## src/rtl/im_port_arbiter.sv

```systemverilog
// Shares the instruction-memory port between the boot loader (writes) and fetch (reads).
// Optional build macro IM_ARB_RUNTIME_WRITE_EN lets the loader keep writing in RUN, arbitrated against fetch.
module im_port_arbiter #(
  parameter int DATA_WIDTH    = 32,
  parameter int ADDRESS_WIDTH = 10,
  parameter int STARVE_MAX    = 4
) (
  input  logic                     clk,
  input  logic                     rst,
  input  logic                     ld_valid,
  output logic                     ld_ready,
  input  logic [ADDRESS_WIDTH-1:0] ld_addr,
  input  logic [DATA_WIDTH-1:0]    ld_data,
  input  logic                     ld_last,
  input  logic                     fe_req,
  input  logic [ADDRESS_WIDTH-1:0] fe_addr,
  output logic                     fe_gnt,
  output logic                     fe_rvalid,
  output logic [DATA_WIDTH-1:0]    fe_rdata,
  output logic                     boot_done,
  output logic [ADDRESS_WIDTH:0]   ld_count,
  output logic                     im_we,
  output logic [ADDRESS_WIDTH-1:0] im_addr,
  output logic [DATA_WIDTH-1:0]    im_wdata,
  input  logic [DATA_WIDTH-1:0]    im_rdata
);

  // Handshake: a loader beat transfers in a cycle where ld_valid & ld_ready, a fetch
  // in a cycle where fe_req & fe_gnt; ready/grant never depend on the partner's data
  // and at most one of the two transfers happens per cycle.
  typedef enum logic {BOOT = 1'b0, RUN = 1'b1} state_t;

  localparam logic [ADDRESS_WIDTH:0] CNT_MAX = {1'b1, {ADDRESS_WIDTH{1'b0}}};

  state_t                   state_q, state_d;
  logic                     im_we_q;
  logic [ADDRESS_WIDTH-1:0] im_addr_q;
  logic [DATA_WIDTH-1:0]    im_wdata_q;
  logic                     rd_pend_q;
  logic                     fe_rvalid_q;
  logic [ADDRESS_WIDTH:0]   ld_count_q;
  logic                     ld_acc;
  logic                     fe_acc;

`ifdef IM_ARB_RUNTIME_WRITE_EN
  localparam int SW = $clog2(STARVE_MAX + 1);
  logic [SW-1:0] starve_q, starve_d;
  logic          force_fe;

  assign force_fe = (starve_q == SW'(STARVE_MAX));

  always_comb begin
    ld_ready = 1'b0;
    fe_gnt   = 1'b0;
    if (!rst) begin
      case (state_q)
        BOOT: ld_ready = 1'b1;
        RUN: begin
          ld_ready = !force_fe;
          fe_gnt   = force_fe || !ld_valid;
        end
        default: ;
      endcase
    end
  end

  // Counts consecutive cycles in which the loader beat a waiting fetch.
  always_comb begin
    starve_d = starve_q;
    if (state_q == RUN) begin
      if (!fe_req || fe_acc)
        starve_d = '0;
      else if (ld_acc)
        starve_d = starve_q + SW'(1);
    end
  end

  always_ff @(posedge clk) begin
    if (rst) starve_q <= '0;
    else     starve_q <= starve_d;
  end
`else
  always_comb begin
    ld_ready = 1'b0;
    fe_gnt   = 1'b0;
    if (!rst) begin
      ld_ready = (state_q == BOOT);
      fe_gnt   = (state_q == RUN);
    end
  end
`endif

  assign ld_acc = ld_valid & ld_ready;
  assign fe_acc = fe_req & fe_gnt;

  always_comb begin
    state_d = state_q;
    if (state_q == BOOT && ld_acc && ld_last)
      state_d = RUN;
  end

  always_ff @(posedge clk) begin
    if (rst) begin
      state_q     <= BOOT;
      im_we_q     <= 1'b0;
      im_addr_q   <= '0;
      im_wdata_q  <= '0;
      rd_pend_q   <= 1'b0;
      fe_rvalid_q <= 1'b0;
      ld_count_q  <= '0;
    end else begin
      state_q     <= state_d;
      im_we_q     <= ld_acc;
      rd_pend_q   <= fe_acc;
      fe_rvalid_q <= rd_pend_q;
      if (ld_acc) begin
        im_addr_q  <= ld_addr;
        im_wdata_q <= ld_data;
      end else if (fe_acc) begin
        im_addr_q  <= fe_addr;
      end
      if (ld_acc && ld_count_q != CNT_MAX)
        ld_count_q <= ld_count_q + 1'b1;
    end
  end

  // The state register itself is the boot_done flag, so the FSM is directly observable.
  assign boot_done = (state_q == RUN);
  assign im_we     = im_we_q;
  assign im_addr   = im_addr_q;
  assign im_wdata  = im_wdata_q;
  assign fe_rvalid = fe_rvalid_q;
  assign fe_rdata  = im_rdata;
  assign ld_count  = ld_count_q;

endmodule

```

## config.mk

```make
export PLATFORM = sky130hd
export DESIGN_NAME = im_port_arbiter
export DESIGN_NICKNAME = d
export VERILOG_FILES = /design/src/rtl/im_port_arbiter.sv
export SDC_FILE = /design/constraint.sdc
export NUM_CORES = 1
export LEC_CHECK = 0
export ABC_AREA = 1
export CAP_MARGIN = 20
export CORE_AREA = 2 2 111 81
export DETAILED_ROUTE_END_ITERATION = 7
export DIE_AREA = 0 0 113 83
export PLACE_DENSITY_LB_ADDON = 0.15
export SETUP_SLACK_MARGIN = 0.15
export SLEW_MARGIN = 25
export SYNTH_ARGS = -nofsm -noshare
export SYNTH_HDL_FRONTEND = slang
export SYNTH_SLANG_ARGS = --single-unit
```

## constraint.sdc

```tcl
create_clock -name clk -period 1.5 [get_ports clk]
set_clock_uncertainty 0.2 [all_clocks]
set_input_delay 0.225 -clock clk [delete_from_list [all_inputs] [get_ports clk]]
set_output_delay 0.225 -clock clk [all_outputs]
set_load 0.05 [all_outputs]
```

=== Word-level counts from Yosys, hierarchy flattened ===
Cells that the tools add are included.

* Add/sub/neg operators: 1
* Equality and inequality tests: 1
* Reductions and logical operators: 4
* Multiplexer cells: 4
* Bitwise gates (word level): 3

{| class="wikitable"
|+ Operators with widths
! kind !! number
|-
| 2-to-1 mux 10 bit || 2
|-
| adder 11 x 1 -> 11 bit, second input constant || 1
|-
| != test 11 bit, second input constant || 1
|-
| logical AND 1 bit || 3
|-
| AND 1 bit || 2
|-
| 2-to-1 mux 1 bit || 2
|-
| nonzero test 2 bit || 1
|-
| NOT 1 bit || 1
|}

* Output and inout bits: 90
* Flip-flop bits (word level): 57
* Word-level logic and storage cells: 20
* Input bits: 89

=== Logic depth before layout (Yosys ltp) ===
Gate-level depths: netlist (run 1).

* Depth after elaboration: 5
* Depth in mapped cells: 9
* Depth with buffers taken out: 9

=== Least setup slack after synthesis (run 1) ===
No wires, ideal clock.

* Path kind: register -> register
* Start: reg state_q, in the netlist boot_done
* End: reg im_addr_q[7], in the netlist im_addr[7]
* Library setup time: 0.070 ns
* Data arrival time: 1.862 ns
* Buffers on the path: 1
* Clock period less this slack: 2.133 ns
* Cell stages (with the launch flop): 10
* Path slack: -0.633 ns
* Required time: 1.230 ns
* Path through: dfxtp_1 -> inv_1 -> nor2_2 -> nand2_1 -> nand2_1 -> inv_2 -> buf_6 -> nor2_1 -> o21ai_1 -> a21oi_1

* Elaborated cells between the ends (all ways): 7
* Those cells by class: mux: 3; bitwise: 3; reduce/logical: 1

{| class="wikitable"
|+ RTL lines
! what !! RTL line !! RTL
|-
| start, declared || 35 || <nowiki>state_t state_q, state_d;</nowiki>
|-
| start signal, assigned || 112 || <nowiki>state_q <= state_d;</nowiki>
|-
| 2-to-1 mux 1 bit || 86 || <nowiki>if (!rst) begin</nowiki>
|-
| net fe_gnt || 17 || <nowiki>output logic fe_gnt,</nowiki>
|-
| AND 1 bit || 94 || <nowiki>assign fe_acc = fe_req & fe_gnt;</nowiki>
|-
| nonzero test 2 bit (no line) || - ||
|-
| end signal, assigned || 117 || <nowiki>im_addr_q <= ld_addr;</nowiki>
|-
| end signal, assigned || 120 || <nowiki>im_addr_q <= fe_addr;</nowiki>
|-
| end, declared || 37 || <nowiki>logic [ADDRESS_WIDTH-1:0] im_addr_q;</nowiki>
|}

The timed path passes the listed nets, and every way through them passes these cells.
A chain may end at the register's enable or synchronous reset.

=== Worst setup path in the final report (run 1) ===
* Start: reg ld_count_q[0], in the netlist ld_count[0]
* End: reg ld_count_q[4], in the netlist ld_count[4]

* Word-level cells in the longest chain between the ends: 2
* Elaborated cells between the ends (all ways): 3
* Those cells by class: add/sub: 1; eq/ne: 1; reduce/logical: 1

{| class="wikitable"
|+ Ends and longest elaborated chain
! what !! RTL line !! RTL
|-
| start, declared || 41 || <nowiki>logic [ADDRESS_WIDTH:0] ld_count_q;</nowiki>
|-
| start signal, assigned || 123 || <nowiki>ld_count_q <= ld_count_q + 1'b1;</nowiki>
|-
| parallel branches: the longest is 2 deep, another holds adder 11 x 1 -> 11 bit || - ||
|}

Several ways; the timed one is not identified.

==> flow_metrics.py, run 1 <==
metrics = {
    "yosys": {
        "yosys.area.top_type": "dfxtp_1",
        "synthesis.area_sq_um": 2590,
        "synth_most_common_cell": "nand2_1",
        "synth_edf_count": 0,
        "synthFlopType": "dfxtp_1",
        "syn-num-nets": 452,
        "postSynthCellCount": 361,
        "syn_area_per_cell_sq_um": 7.19,
        "synth_top_cells_by_count": "nand2_1 (114), dfxtp_1 (57), nand3_1 (39), nor2_1 (36), buf_4 (35)",
        "ys_seq_area_share_pct": 44.0,
        "yosysUniqueCellTypes": 22,
        "synth.ff_latch_count": 57,
        "yosys_warnings": 0,
        "synth_top_area_share_pct": 44.0,
        "synthTopCellsByArea": "dfxtp_1 (44%), nand2_1 (16%), buf_4 (10%)",
        "async_flop_share_pct": 0,
    },
    "global_routing": {
        "grt_use_total_pct": 18.0,
        "grt-ovfl-total": 0,
        "grt_pass1_vias": 2748,
        "antenna_found_initial": 0,
        "grt_max_degree": 21,
        "grt_pass1_wl_microns": 13400,
    },
    "cts": {
        "cts_hold_buffers": 0,
        "tritoncts": "yes",
        "htreeDepth": 3,
        "clkSinkCount": 57,
        "root_buffer": "clkbuf_16",
        "clkTransAtPathRegs_ps": 50,
        "cts_buffers": 9,
        "clk_latency_ps": 330,
        "clock_path_buffers": 2,
    },
    "die": {
        "coreArea_sq_um": 8270,
        "dieWidth_microns": 113,
        "initial_utilization_pct": 31.4,
        "die_area_sq_um": 9380,
        "die_h_microns": 83,
        "pin_count": 179,
        "std_cell_rows": 28,
    },
    "timing": {
        "rsz0062_at_grt": "yes",
        "setup_violations": 5,
        "max_freq_mhz": 661,
        "finalMaxSlewViolations": 0,
        "post-route-min-period_ps": 1510,
        "hold_viol_final": 0,
        "maxSlewHeadroom_pct": 83.3,
        "fin_hold_ws_ps": 198,
        "tightest_slew_ps": 250,
        "fin_ws_ps": -13.4,
        "min_period_over_period_pct": 101,
    },
    "setup_path": {
        "cpMostUsedCell": "nand2_2",
        "critPathTopFamily": "simple AND/OR/NAND/NOR gates",
        "rrSetupSlack_ps": -10,
        "path_max_fanout": 5,
        "crit_slowest_cell": "dfxtp_4",
        "crit_arrival_ps": 1570,
        "critPathKind": "reg -> reg",
        "cp-start-kind": "flop",
        "critical_path.cell_chain": "inv_4 > ha_4 > nand2_2 > nor3_2 > nand2_2 > nand2_4 > nand2_2 > a21oi_2",
        "end_kind": "flop",
        "required_ps": 1560,
        "cp_num_buf_inv": 1,
        "worst_path_largest_cell_delay_ps": 360,
    },
    "finish": {
        "final_util_pct": 67.2,
        "syn2layout_area_growth_pct": 114,
        "antennaDiodeCount": 0,
        "drive_above_1_share_pct": 50.6,
        "finalNetCount": 585,
        "nFillCells": 667,
    },
    "place": {
        "portBuffers": 114,
        "dp_hpwl_microns": 5510,
        "place.gp.congestion": 0.833,
    },
    "route": {
        "remaining_drc_errors": 8,
        "drt-pass1-iter-count": 8,
        "drtIter0Drc": 127,
        "vias": 2845,
        "ant_nets": 0,
        "wl_per_cell_microns": 14.6,
        "wirelength_microns": 8790,
        "via_per_inst": 4.72,
    },
    "pwr": {
        "powerDensity_nw_per_um2": 901,
        "p_leak_nw": 2.41,
        "peakVddDrop_v": 0.000741,
    },
    "flow_run": {
        "drv_cap": 0,
    },
    "worst_hold_path": {
        "min_path_type": "reg -> reg",
    },
    "run_status": {
        "status": "finished, violations left",
        "violations": "DRC, setup timing",
    },
}
worst reg2reg max path: cells and delay by family (launching register included):
kind | cells | cell delay [ps]
flip-flops | 1 | 360
AO/OA/AOI/OAI | 1 | 130
adder cells (fa/ha/maj) | 1 | 130
buffers and inverters | 1 | 60
AND/OR/NAND/NOR | 5 | 560
path summary, 6_finish.rpt:
path	endpoint	cells past startpoint	from
hold / removal	fe_rvalid$_SDFF_PP0_	2	rd_pend_q$_SDFF_PP0_
setup reg to reg	ld_count[4]$_SDFFE_PP0P_	8	ld_count[0]$_SDFFE_PP0P_
hold reg to reg	fe_rvalid$_SDFF_PP0_	2	rd_pend_q$_SDFF_PP0_
setup / recovery	ld_count[4]$_SDFFE_PP0P_	8	ld_count[0]$_SDFFE_PP0P_
cell usage in the layout, fill, tap and decap left out, drive strengths merged, types with 2 or more instances in the layout:
| cell | n |
|---|---|
| nand2 | 117 |
| buf | 109 |
| a21oi | 18 |
| clkbuf | 14 |
| clkinvlp | 3 |
| xor2 | 3 |
| clkdlybuf4s50 | 55 |
| o21ai | 13 |
| ha | 2 |
| nor2 | 39 |
| nand4 | 5 |
| clkinv | 3 |
| inv | 17 |
| nor3 | 2 |
| nand3 | 39 |
| dfxtp | 57 |
what timing repair did:
action                     4_1_cts  5_1_grt
pin swaps                       26       72
setup endpoints to repair       64       66
buffers inserted                 7        8
gates resized for setup         60      121
gates cloned                     6        3
power breakdown:
| group | internal [W] | total (W) | switching [W] |
|---|---|---|---|
| registers | 0.00160 | 0.00171 | 0.000105 |
| logic | 0.000742 | 0.00147 | 0.000726 |
| clock network | 0.00115 | 0.00183 | 0.000687 |
sequential cells by signal (all words and copies together) (netlist names):
name	count
im_we	1
boot_done	1
rd_pend_q	1
fe_rvalid	1
im_wdata	32
im_addr	10
ld_count	11
routing by layer:
layer	track usage [%]	share of wire, %	vias to the layer above
li1	-	-	1386
met1	22.3	44	1334
met2	27.8	47	113
met3	9.20	8.4	12
met4	4.21	1.1	0
met5	0	0	-
through the flow:
step,cell area (sq um),setup slack [ps],TNS (ps),std cells,power [W]
floorplan,2650,-150,-2930,361,0.00249
global placement,4440,-363,-15090,564,0.00296
detailed placement,4440,-443,-16380,564,0.00297
CTS,5030,-45.0,-321,592,0.00492
global route,5560,-79.4,-741,603,0.00522
finish,5560,-13.4,-33.9,603,0.00501
layout make-up:
class                           instances  area (sq um)  share of cell area, %
Tap cell                              105           131                   2.36
Clock inverter                          3          17.5                  0.315
Inverter                               18          87.6                   1.58
Timing Repair Buffer                  167          2340                   42.1
Sequential cell                        57          1180                   21.2
Clock buffer                           12           246                   4.43
Multi-Input combinational cell        239          1540                   27.7
Timing Repair inverter                  2          15.0                  0.270
cells by family after synthesis:
group                    after synthesis  share of synthesized area [%]
XOR/XNOR                               4                           1.35
flip-flops                            57                           44.0
AO/OA/AOI/OAI                         31                           5.98
buffers and inverters                 66                           15.1
AND/OR/NAND/NOR                      201                           32.6
adder cells (fa/ha/maj)                2                          0.964
No activity file was read; power rests on OpenSTA's default activity.
==> run 2, diff against run 1 <==
--- a/config.mk
+++ b/config.mk
@@ -7,12 +7,11 @@
 export LEC_CHECK = 0
 export ABC_AREA = 1
 export CAP_MARGIN = 20
-export CORE_AREA = 2 2 111 81
+export CORE_AREA = 2 2 131 69
 export DETAILED_ROUTE_END_ITERATION = 7
-export DIE_AREA = 0 0 113 83
+export DIE_AREA = 0 0 133 71
 export PLACE_DENSITY_LB_ADDON = 0.15
 export SETUP_SLACK_MARGIN = 0.15
-export SLEW_MARGIN = 25
 export SYNTH_ARGS = -nofsm -noshare
 export SYNTH_HDL_FRONTEND = slang
 export SYNTH_SLANG_ARGS = --single-unit
==> run 2 against run 1 <==
  * The run ends with setup timing left
  * Die area increased by 0.68%
  * Routed wire length decreased by 1.8%
  * Critical path depth rose by 1
  * Cell area fell by 2.4%
  * Sequential power is essentially flat
  * Global-route usage rose by 0.11 points
  * Final cell count is 1.0% higher
  * Non-clock buffer count down 5
  * Register-to-register slack worse by 30 ps
  * Clock-buffer cell count did not move
==> flow_metrics.py, run 2 (synthesis results as in run 1) <==
metrics = {
    "run_status": {
        "status": "finished, violations left",
        "violations": "setup timing",
    },
    "global_routing": {
        "grt_use_total_pct": 18.1,
        "antenna_found_initial": 0,
        "grt-ovfl-total": 0,
        "grt_max_degree": 36,
        "grt_pass1_wl_microns": 13300,
        "grt_pass1_vias": 2698,
    },
    "worst_hold_path": {
        "min_path_type": "reg -> reg",
    },
    "pwr": {
        "power_frac_clock_pct": 35.6,
        "power.switching_w": 0.00146,
        "internal_power_w": 0.00347,
        "power_frac_comb_pct": 29.8,
        "switching_share_pct": 29.6,
        "p_leak_nw": 2.31,
        "p_seq_share_pct": 34.6,
        "peakVddDrop_v": 0.000634,
        "powerDensity_nw_per_um2": 909,
    },
    "finish": {
        "layout_commonest_cell": "nand2_1",
        "largest_reg_flops": 32,
        "regArea_sq_um": 1180,
        "final_util_pct": 64.8,
        "syn2layout_area_growth_pct": 109,
        "nFillCells": 665,
        "layout_common_cells": "nand2_1 (82), buf_12 (68), clkdlybuf4s50_1 (55)",
        "antennaDiodeCount": 0,
        "stdcell_area_sq_um": 5430,
        "drive_above_1_share_pct": 42.3,
        "multiInputGateArea_sq_um": 1360,
        "finalNetCount": 578,
    },
    "setup_path": {
        "critPathKind": "reg -> reg",
        "cp-start-kind": "flop",
        "crit_slowest_cell": "dfxtp_4",
        "end_kind": "flop",
        "required_ps": 1550,
        "crit_arrival_ps": 1590,
        "worst_path_largest_cell_delay_ps": 350,
        "critical_path.cell_chain": "nor2_4 > nand2_4 > buf_12 > nand2_8 > inv_8 > clkbuf_16 > nor2_1 > o21ai_1 > a21oi_1",
        "path_max_fanout": 5,
    },
    "die": {
        "initial_utilization_pct": 31.0,
        "dieWidth_microns": 133,
        "pin_count": 179,
        "std_cell_rows": 24,
        "coreArea_sq_um": 8380,
        "die_h_microns": 71,
        "die_area_sq_um": 9440,
    },
    "timing": {
        "fin_ws_ps": -39.2,
        "finalMaxSlewViolations": 0,
        "rsz0062_at_grt": "yes",
        "setup_violations": 10,
        "hold_viol_final": 0,
        "maxSlewHeadroom_pct": 83.1,
        "min_period_over_period_pct": 103,
        "tightest_slew_ps": 253,
        "post-route-min-period_ps": 1540,
        "max_freq_mhz": 650,
    },
    "flow_run": {
        "drv_cap": 0,
    },
    "place": {
        "dp_hpwl_microns": 5660,
        "portBuffers": 114,
        "place.gp.congestion": 0.879,
        "dp_slack_ps": -385,
        "postPlaceCellArea_sq_um": 4430,
    },
    "route": {
        "ant_nets": 0,
        "vias": 2751,
        "remaining_drc_errors": 0,
        "drtIter0Drc": 116,
        "drt-pass1-iter-count": 4,
        "via_per_inst": 4.52,
        "wl_per_cell_microns": 14.2,
        "wirelength_microns": 8630,
    },
    "cts": {
        "clkSinkCount": 57,
        "tritoncts": "yes",
        "cts_hold_buffers": 0,
        "root_buffer": "clkbuf_16",
        "clk_latency_ps": 320,
        "clkTransAtPathRegs_ps": 50,
        "htreeDepth": 3,
        "cts_buffers": 9,
        "clock_path_buffers": 2,
    },
}
## run 2: cell types whose count changed in the layout (fill, tap and decap cells not counted), moves of 6 or more
cell     delta
nand2_1    +29
buf_4       -6
nand2_2    -19
nor2_1      +8
nand2_4    -11
buf_6       -7
## run 2: area by class of cell
| cell class | instances | share of cell area (%) |
|---|---|---|
| inverters | 18 | 1.57 |
| well taps | 117 | 2.70 |
| repair buffers | 162 | 44.2 |
| multi-input cells | 239 | 25.1 |
| clock buffers | 12 | 4.36 |
| flip-flops and latches | 57 | 21.7 |
| clock inverters | 4 | 0.369 |
## run 2: stage by stage
step | total power (W) | hold slack (ps) | cells | TNS, ps
after global placement | 0.00296 | 216 | 569 | -14430
after CTS | 0.00489 | 213 | 603 | 0
final | 0.00493 | 211 | 609 | -162
after floorplan | 0.00249 | 136 | 361 | -2930
after global routing | 0.00512 | 239 | 609 | -1640
after detailed placement | 0.00298 | 208 | 569 | -16610
## run 2: routing by layer
| layer | share of wire, % | track usage (%) | vias to the layer above |
|---|---|---|---|
| met5 | 0 | 0 | - |
| li1 | - | - | 1365 |
| met2 | 44 | 27.1 | 100 |
| met1 | 46 | 22.6 | 1273 |
| met3 | 10 | 9.46 | 13 |
| met4 | 0.95 | 5.73 | 0 |
## run 2: path summary, 6_finish.rpt
| path | startpoint | to | slack [ps] | depth (start not counted) |
|---|---|---|---|---|
| hold / removal | rd_pend_q$_SDFF_PP0_ | fe_rvalid$_SDFF_PP0_ | 210 | 2 |
| hold reg to reg | rd_pend_q$_SDFF_PP0_ | fe_rvalid$_SDFF_PP0_ | 210 | 2 |
| setup reg to reg | boot_done$_SDFFE_PP0P_ | im_addr[1]$_SDFFE_PP0P_ | -40 | 9 |
| setup / recovery | boot_done$_SDFFE_PP0P_ | im_addr[1]$_SDFFE_PP0P_ | -40 | 9 |
## run 2: repair_timing
item                       CTS  global route
setup buffers               13             3
setup endpoints to repair   64            66
gates cloned                 5             3
gates resized for setup     58            63
pin swaps                   25            23
## run 2: worst max-delay path, delay by kind of cell, from the launching register on
family / cells / cell delay (ps)
buffers and inverters: 3 / 330
flip-flops: 1 / 350
AND/OR/NAND/NOR: 4 / 390
AO/OA/AOI/OAI: 2 / 190
## run 2: power by group through the flow
stage | combinational [W] | sequential [W] | clock, W
finish | 0.00147 | 0.00171 | 0.00176
global route | 0.00154 | 0.00172 | 0.00187
CTS | 0.00136 | 0.00171 | 0.00181
detailed placement | 0.00123 | 0.00175 | 0
global placement | 0.00122 | 0.00174 | 0
floorplan | 0.000461 | 0.00202 | 0
==> run 3, diff against run 2 <==
--- a/config.mk
+++ b/config.mk
@@ -6,11 +6,10 @@
 export NUM_CORES = 1
 export LEC_CHECK = 0
 export ABC_AREA = 1
-export CAP_MARGIN = 20
 export CORE_AREA = 2 2 131 69
 export DETAILED_ROUTE_END_ITERATION = 7
 export DIE_AREA = 0 0 133 71
-export PLACE_DENSITY_LB_ADDON = 0.15
+export PLACE_DENSITY = 0.76
 export SETUP_SLACK_MARGIN = 0.15
 export SYNTH_ARGS = -nofsm -noshare
 export SYNTH_HDL_FRONTEND = slang
==> run 3 against run 2 <==
  * Sequential share of layout area up 1.0 points
  * Clock-buffer cell count did not move
  * The run now ends clean
  * Core utilization down 3.2 points
  * Combinational power decreased by 8%
  * First-iteration DRC count rose by 32%
==> flow_metrics.py, run 3 (synthesis results as in run 1) <==
metrics = {
    "run_status": {
        "status": "finished, final reports clean",
    },
    "cts": {
        "clkTransAtPathRegs_ps": 50,
        "root_buffer": "clkbuf_16",
        "clock_path_buffers": 2,
        "htreeDepth": 3,
        "cts_buffers": 9,
        "tritoncts": "yes",
        "clkSinkCount": 57,
        "clk_latency_ps": 320,
    },
    "route": {
        "remaining_drc_errors": 0,
        "wirelength_microns": 8290,
        "wl_per_cell_microns": 14.0,
        "vias": 2725,
        "via_per_inst": 4.59,
        "drt-pass1-iter-count": 5,
        "drtIter0Drc": 153,
        "ant_nets": 0,
    },
    "global_routing": {
        "grt_pass1_vias": 2523,
        "grt_max_degree": 36,
        "grt_use_total_pct": 17.3,
        "grt-ovfl-total": 0,
        "grt_pass1_wl_microns": 12700,
        "antenna_found_initial": 0,
    },
    "finish": {
        "layout_commonest_cell": "nand2_1",
        "largest_reg_flops": 32,
        "antennaDiodeCount": 0,
        "layout_common_cells": "nand2_1 (80), buf_12 (63), clkdlybuf4s50_1 (55)",
        "regArea_sq_um": 1170,
        "multiInputGateArea_sq_um": 1310,
        "drive_above_1_share_pct": 38.4,
        "stdcell_area_sq_um": 5160,
        "finalNetCount": 563,
        "nFillCells": 680,
        "final_cells": 594,
        "syn2layout_area_growth_pct": 98.7,
    },
    "place": {
        "place.gp.congestion": 0.902,
        "portBuffers": 114,
        "dp_hpwl_microns": 5740,
        "postPlaceCellArea_sq_um": 4340,
        "place_inst": 564,
        "dp_slack_ps": -412,
    },
    "setup_path": {
        "cp-start-kind": "flop",
        "crit_arrival_ps": 1510,
        "path_max_fanout": 8,
        "rrSetupSlack_ps": 10,
        "reg2reg_depth": 8,
        "critical_path.cell_chain": "nor2_4 > nand2_4 > inv_4 > buf_12 > buf_12 > buf_12 > nand2_1 > o21ai_0",
        "critPathTopFamily": "buffers and inverters",
        "r2r-start": "boot_done$_SDFFE_PP0P_",
        "required_ps": 1520,
        "critPathKind": "reg -> reg",
        "crit_slowest_cell": "dfxtp_4",
        "worst_path_largest_cell_delay_ps": 360,
        "end_kind": "flop",
        "cp_num_buf_inv": 4,
        "cpMostUsedCell": "buf_12",
        "worstReg2RegEnd": "boot_done$_SDFFE_PP0P_",
    },
    "timing": {
        "hold_viol_final": 0,
        "min_period_over_period_pct": 99.3,
        "tightest_slew_ps": 256,
        "max_freq_mhz": 671,
        "maxSlewHeadroom_pct": 82.9,
        "fin_ws_ps": 9.89,
        "fin_hold_ws_ps": 205,
        "post-route-min-period_ps": 1490,
        "rsz0062_at_grt": "yes",
        "setup_violations": 0,
        "finalMaxSlewViolations": 0,
    },
    "pwr": {
        "p_leak_nw": 2.23,
        "powerDensity_nw_per_um2": 1010,
        "peakVddDrop_v": 0.000767,
    },
    "worst_hold_path": {
        "min_to": "fe_rvalid$_SDFF_PP0_",
        "min_path_type": "reg -> reg",
        "min-delay-start": "rd_pend_q$_SDFF_PP0_",
        "min_path_cells": 2,
    },
    "die": {
        "die_area_sq_um": 9440,
        "dieWidth_microns": 133,
        "die_h_microns": 71,
        "coreArea_sq_um": 8380,
        "std_cell_rows": 24,
        "pin_count": 179,
        "initial_utilization_pct": 31.0,
    },
    "flow_run": {
        "drv_cap": 0,
    },
}
run 3: worst reg2reg max path: stages (launching register included):
cell and delay [ps]:
dfxtp_4 360, nor2_4 120, nand2_4 100, inv_4 90, buf_12 150, buf_12 110
buf_12 130, nand2_1 50, o21ai_0 80
run 3: where the power goes:
part | switching [W] | internal [W] | total (W)
sequential | 0.000107 | 0.00161 | 0.00172
clock | 0.000677 | 0.00147 | 0.00215
combinational | 0.000666 | 0.000685 | 0.00135
run 3: worst max-delay path by stage:
stage	startpoint	end	cells after the start
after floorplan	boot_done$_SDFFE_PP0P_	im_addr[7]$_SDFFE_PP0P_	9
after global placement	rst	im_addr[8]$_SDFFE_PP0P_	9
after detailed placement	rst	im_addr[1]$_SDFFE_PP0P_	9
after CTS	ld_count[1]$_SDFFE_PP0P_	ld_count[4]$_SDFFE_PP0P_	8
after global routing	ld_count[0]$_SDFFE_PP0P_	ld_count[2]$_SDFFE_PP0P_	8
final	boot_done$_SDFFE_PP0P_	boot_done$_SDFFE_PP0P_	8
run 3: final cells by class:
| type | instances | share of cell area, % |
|---|---|---|
| Timing Repair Buffer | 147 | 41.2 |
| Clock buffer | 12 | 5.39 |
| Clock inverter | 4 | 0.898 |
| Tap cell | 117 | 2.84 |
| Sequential cell | 57 | 22.7 |
| Inverter | 18 | 1.55 |
| Multi-Input combinational cell | 239 | 25.4 |
run 3: metrics by stage:
stage / util (%) / total power (W) / TNS, ps
finish: 61.6 / 0.00521 / 0
global route: 61.6 / 0.00541 / -567
CTS: 58.4 / 0.00520 / 0
detailed placement: 51.8 / 0.00295 / -13980
global placement: 51.8 / 0.00292 / -11890
floorplan: - / 0.00249 / -2930
run 3: what timing repair did:
action	CTS	global route
setup endpoints to repair	61	65
cloned	4	2
pin swaps	16	24
hold buffers	0	0
setup buffers	7	1
resized for setup	31	68
run 3: metal layers:
metal,vias to the layer above,global-route usage (%),share of wire (%)
li1,1345,-,-
met1,1250,22.9,44
met2,122,24.8,45
met3,8,9.46,10
met4,0,3.58,0.80
met5,-,0,0
